$ cat config.mk
export PLATFORM = sky130hd
export DESIGN_NAME = serial_subtractor_with_enable_flat
export DESIGN_NICKNAME = d
export VERILOG_FILES = /design/src/rtl/serial_subtractor_with_enable_if.sv /design/src/rtl/serial_subtractor_with_enable.sv /design/src/flat_wrapper.sv
export SDC_FILE = /design/constraint.sdc
export NUM_CORES = 1
export LEC_CHECK = 0
export CAP_MARGIN = 15
export CORE_MARGIN = 4
export CORE_UTILIZATION = 50
export CTS_CLUSTER_SIZE = 28
export DETAILED_ROUTE_END_ITERATION = 12
export DONT_BUFFER_PORTS = 1
export MAX_ROUTING_LAYER = met4
export PLACE_DENSITY_LB_ADDON = 0.3
export SLEW_MARGIN = 0
export SYNTH_ARGS = -nofsm -noshare
export SYNTH_HDL_FRONTEND = slang
export SYNTH_SLANG_ARGS = --single-unit
$ cat constraint.sdc
create_clock -name clk -period 4.1 [get_ports clk]
set_input_delay 0.82 -clock clk [delete_from_list [all_inputs] [get_ports clk]]
set_output_delay 0.82 -clock clk [all_outputs]
set_load 0.02 [all_outputs]
$ cat src/rtl/serial_subtractor_with_enable_if.sv
`default_nettype none
// ============================================================================
//  Module   : serial_subtractor_with_enable_if
//  Brief    : Operand/result bundle for the bit-serial subtractor.
//             The ovf signal exists only when SERIAL_SUB_OVF_EN is defined.
//  Revision : 1.0
// ============================================================================
interface serial_subtractor_with_enable_if #(
  parameter int WIDTH = 8
);
  logic             enable;
  logic             start;
  logic [WIDTH-1:0] a;
  logic [WIDTH-1:0] b;
  logic             busy;
  logic             done;
  logic [WIDTH-1:0] diff;
  logic             bout;
`ifdef SERIAL_SUB_OVF_EN
  logic             ovf;

  modport master (
    output enable, start, a, b,
    input  busy, done, diff, bout, ovf
  );
  modport slave (
    input  enable, start, a, b,
    output busy, done, diff, bout, ovf
  );
`else
  modport master (
    output enable, start, a, b,
    input  busy, done, diff, bout
  );
  modport slave (
    input  enable, start, a, b,
    output busy, done, diff, bout
  );
`endif
endinterface
`default_nettype wire

$ cat src/rtl/serial_subtractor_with_enable.sv
`default_nettype none
// ============================================================================
//  Module   : serial_subtractor_with_enable
//  Brief    : Bit-serial a - b, LSB first, one bit per enabled clock.
//             Optional macro SERIAL_SUB_OVF_EN adds signed-overflow output.
//  Revision : 1.0
// ============================================================================
module serial_subtractor_with_enable #(
  parameter int WIDTH = 8
) (
  input  wire logic                       clk,
  input  wire logic                       rst,
  serial_subtractor_with_enable_if.slave  bus
);

  localparam int CNT_W = $clog2(WIDTH + 1);
  localparam logic [CNT_W-1:0] LAST_BIT = CNT_W'(WIDTH - 1);

  typedef enum logic [1:0] {
    ST_IDLE  = 2'd0,
    ST_SHIFT = 2'd1,
    ST_DONE  = 2'd2
  } state_t;

  state_t           state_q, state_d;
  logic [WIDTH-1:0] a_q, a_d;
  logic [WIDTH-1:0] b_q, b_d;
  logic [WIDTH-1:0] res_q, res_d;
  logic             br_q, br_d;
  logic [CNT_W-1:0] cnt_q, cnt_d;
  logic [WIDTH-1:0] diff_q, diff_d;
  logic             bout_q, bout_d;
  logic             busy_q, busy_d;
  logic             done_q, done_d;

  logic             bit_d;
  logic             bit_br;
  logic [WIDTH-1:0] res_next;

`ifdef SERIAL_SUB_OVF_EN
  logic am_q, am_d;
  logic bm_q, bm_d;
  logic ovf_q, ovf_d;
`endif

  // One full-subtractor slice on the current operand LSBs.
  assign bit_d    = a_q[0] ^ b_q[0] ^ br_q;
  assign bit_br   = (~a_q[0] & b_q[0]) | (~(a_q[0] ^ b_q[0]) & br_q);
  assign res_next = {bit_d, res_q[WIDTH-1:1]};

  always_comb begin
    state_d = state_q;
    a_d     = a_q;
    b_d     = b_q;
    res_d   = res_q;
    br_d    = br_q;
    cnt_d   = cnt_q;
    diff_d  = diff_q;
    bout_d  = bout_q;
    busy_d  = busy_q;
    done_d  = 1'b0;
`ifdef SERIAL_SUB_OVF_EN
    am_d    = am_q;
    bm_d    = bm_q;
    ovf_d   = ovf_q;
`endif
    case (state_q)
      ST_SHIFT: begin
        if (bus.enable) begin
          res_d = res_next;
          br_d  = bit_br;
          a_d   = a_q >> 1;
          b_d   = b_q >> 1;
          cnt_d = cnt_q + 1'b1;
          if (cnt_q == LAST_BIT) begin
            state_d = ST_DONE;
            busy_d  = 1'b0;
            done_d  = 1'b1;
            diff_d  = res_next;
            bout_d  = bit_br;
`ifdef SERIAL_SUB_OVF_EN
            ovf_d   = (am_q ^ bm_q) & (am_q ^ bit_d);
`endif
          end
        end
      end
      default: begin
        // IDLE and DONE both accept a new operation; DONE never lingers.
        if (bus.enable && bus.start) begin
          state_d = ST_SHIFT;
          busy_d  = 1'b1;
          a_d     = bus.a;
          b_d     = bus.b;
          br_d    = 1'b0;
          cnt_d   = '0;
`ifdef SERIAL_SUB_OVF_EN
          am_d    = bus.a[WIDTH-1];
          bm_d    = bus.b[WIDTH-1];
`endif
        end else begin
          state_d = ST_IDLE;
          busy_d  = 1'b0;
        end
      end
    endcase
  end

  always_ff @(posedge clk) begin
    if (rst) begin
      state_q <= ST_IDLE;
      a_q     <= '0;
      b_q     <= '0;
      res_q   <= '0;
      br_q    <= 1'b0;
      cnt_q   <= '0;
      diff_q  <= '0;
      bout_q  <= 1'b0;
      busy_q  <= 1'b0;
      done_q  <= 1'b0;
`ifdef SERIAL_SUB_OVF_EN
      am_q    <= 1'b0;
      bm_q    <= 1'b0;
      ovf_q   <= 1'b0;
`endif
    end else begin
      state_q <= state_d;
      a_q     <= a_d;
      b_q     <= b_d;
      res_q   <= res_d;
      br_q    <= br_d;
      cnt_q   <= cnt_d;
      diff_q  <= diff_d;
      bout_q  <= bout_d;
      busy_q  <= busy_d;
      done_q  <= done_d;
`ifdef SERIAL_SUB_OVF_EN
      am_q    <= am_d;
      bm_q    <= bm_d;
      ovf_q   <= ovf_d;
`endif
    end
  end

  assign bus.busy = busy_q;
  assign bus.done = done_q;
  assign bus.diff = diff_q;
  assign bus.bout = bout_q;
`ifdef SERIAL_SUB_OVF_EN
  assign bus.ovf  = ovf_q;
`endif

endmodule
`default_nettype wire

$ cat src/flat_wrapper.sv
// flat-port wrapper written by rule: the top's interface ports become plain ports
module serial_subtractor_with_enable_flat 
#(
  parameter int WIDTH = 8
)
  (clk, rst, bus_enable, bus_start, bus_a, bus_b, bus_busy, bus_done, bus_diff, bus_bout);
  serial_subtractor_with_enable_if #(.WIDTH(WIDTH)) bus_i ();
  input  wire logic clk;
  input  wire logic rst;
  input wire logic [$bits(bus_i.enable)-1:0] bus_enable;
  input wire logic [$bits(bus_i.start)-1:0] bus_start;
  input wire logic [$bits(bus_i.a)-1:0] bus_a;
  input wire logic [$bits(bus_i.b)-1:0] bus_b;
  output wire logic [$bits(bus_i.busy)-1:0] bus_busy;
  output wire logic [$bits(bus_i.done)-1:0] bus_done;
  output wire logic [$bits(bus_i.diff)-1:0] bus_diff;
  output wire logic [$bits(bus_i.bout)-1:0] bus_bout;
  assign bus_i.enable = bus_enable;
  assign bus_i.start = bus_start;
  assign bus_i.a = bus_a;
  assign bus_i.b = bus_b;
  assign bus_busy = bus_i.busy;
  assign bus_done = bus_i.done;
  assign bus_diff = bus_i.diff;
  assign bus_bout = bus_i.bout;
  serial_subtractor_with_enable #(.WIDTH(WIDTH)) u_core (.clk(clk), .rst(rst), .bus(bus_i));
endmodule
==> flow_summary.ini <==
[routing]
drt_iter0_markers = 82
drt_pass1_iterations = 4
totalWireLength_um = 3540
drc = 0
ant_nets = 0
avgViaCountPerCell = 5.79
wire_per_inst_um = 15.0
vias = 1367

[clock_tree]
cts_tree = done
cts_max_level = 2
clk_path_buf_depth = 2
clkSlewWorstSetupHoldPaths_ns = 0.08
ctsResizeCount = 0
cts_buffers = 5
clock_sinks = 40
postCtsHoldBufs = 0
cts_root_buf = clkbuf_8
post_cts_buffers = 0
worstSkewPairLatency_ns = 0.29

[worst_setup_path]
path_class = reg -> reg
cp-start-kind = register
cp.required_ns = 4.25
end_kind = register
cp.arrival_ns = 2.34
cp_max_fo = 21

[global_route]
grt_max_degree = 54
grt_first_pass_wirelength_um = 6000
antenna_found_initial = 0
first_global_vias = 1335
overflow = 0
grt_use_total = 0.155

[placed_design]
gp_congestion = 0.759
placed_cells = 228
portBuffers = 0
hpwl_um = 2370

[power_and_ir_drop]
vdd_ir_drop_max_v = 0.000284
power.density_mw_per_mm2 = 383
leakagePower_uw = 0.000687

[timing]
final-hold-violation-count = 0
worst_slew_pin_slew_ns = 1.15
setup_viol = 0
max_freq_mhz = 455
grt_setup_unrepaired = false
timing.final.max_slew_violations = 0
period_minus_slack_ns = 2.20
skew_ns = 0.00778
tns_ns = 0
slew_headroom = 0.232
period_share = 0.536

[layout]
multi_input_area_sq_mm = 0.00101
fillers = 356
final_common_cell = dfxtp_1
regArea_sq_um = 801
utilization = 0.535
final_cell_mix = 40 x dfxtp_1, 22 x mux2i_1, 21 x nand2b_1
fin_cells = 236
drive_above_1_share = 0.122
num_antenna_cells = 0
synthToLayoutAreaGrowth_pct = 2.07
fin_nets = 209

[die]
start_util = 0.524
pin_count = 31
die_x_um = 70.2
fp.dieH_um = 70.2
placeableCoreArea_sq_mm = 0.00369
die-area_sq_mm = 0.00493
rows = 22

[yosys]
synth_area_leader_cell = dfxtp_1
syn_nets = 219
netlist_top_cells_area = dfxtp_1 41%, mux2i_1 11%, a2111oi_2 10%
synth.yosys.warnings = 0
yosysUniqueCellTypes = 34
syn_inst = 197
netlist_area_sq_mm = 0.00193
synth.avg_cell_area_sq_um = 9.81
ys_ff_latch = 40
seq_area_frac_synth = 0.414
synth_top_area_frac = 0.414

[outcome]
status = finished, final reports clean

[job]
drv_cap = 0

[min_path]
holdCritPathClass = reg -> reg
[report_power, final]
group / internal (uW) / switching (uW) / leakage [uW] / total [uW]
combinational: 33.4 / 37.6 / 0.000318 / 71.0
clock: 136 / 136 / 0.0000434 / 272
sequential: 401 / 11.1 / 0.000325 / 412
[registers in the layout, summed over array words and instances, names as in the netlist]
| signal | flops |
|---|---|
| u_core.a_q | 8 |
| u_core.b_q | 8 |
| u_core.bus.diff | 8 |
| u_core.res_q | 7 |
| u_core.cnt_q | 4 |
| u_core.state_q | 2 |
| u_core.br_q | 1 |
| u_core.bus.bout | 1 |
| u_core.bus.done | 1 |
[per-layer routing]
metal	global-route usage	wire, um
met1	0.179	1710
met2	0.244	1590
met3	0.0460	187
met4	0.0787	54
met5	-	0
[path summary, 6_finish.rpt]
kind | cells after the start | slack (ns) | startpoint | end
worst max-delay path | 3 | 1.90 | u_core.state_q[0] | u_core.a_q[0]
worst min-delay path | 2 | 0.46 | u_core.res_q[5] | u_core.res_q[4]
worst max register to register | 3 | 1.90 | u_core.state_q[0] | u_core.a_q[0]
worst min register to register | 2 | 0.46 | u_core.res_q[5] | u_core.res_q[4]
[area by class of cell]
| class | count | area share |
|---|---|---|
| clock inverters | 2 | 0.00761 |
| multi-input cells | 138 | 0.510 |
| clock buffers | 6 | 0.0419 |
| flip-flops and latches | 40 | 0.406 |
| well taps | 48 | 0.0304 |
| inverters | 2 | 0.00380 |
[through the flow]
stage          hold WS [ns]  worst slack, ns  power, uW  cell area [sq um]
2_1_floorplan         0.437             2.32        500               1930
3_3_place_gp          0.438             2.03        490               1880
3_5_place_dp          0.451             1.95        493               1880
4_1_cts               0.463             1.91        763               1970
5_1_grt               0.483             1.76        792               1970
6_report              0.464             1.90        756               1970
[cell usage after synthesis (all sizes together)]
cell type / number
clkbuf: 7
nand2b: 21
dfxtp: 40
nand2: 14
a31oi: 1
nand3: 1
inv: 2
o31ai: 1
and2: 1
and3: 1
a311o: 1
nor3: 15
o211ai: 1
ha: 1
a21oi: 8
fa: 1
nor2b: 4
nand4b: 2
buf: 10
or3: 1
o21ai: 3
o21a: 2
mux2i: 22
a211oi: 3
a2111oi: 14
nand3b: 2
nor2: 16
and3b: 2
[critical path, cell delays in order, from the launching register on]
cell and delay, ns:
dfxtp_1 0.51, nor2b_1 0.95, o21a_4 0.43, a2111oi_0 0.16
[cell families after synthesis]
family	after synthesis	synth area share
DFF	40	0.414
muxes	22	0.114
and+or+nand+nor	80	0.217
buffers and inverters	19	0.0647
AOI/OAI and AO/OA	34	0.173
adders and majority gates	2	0.0168
Note: power is estimated with default switching activity, not from simulation.
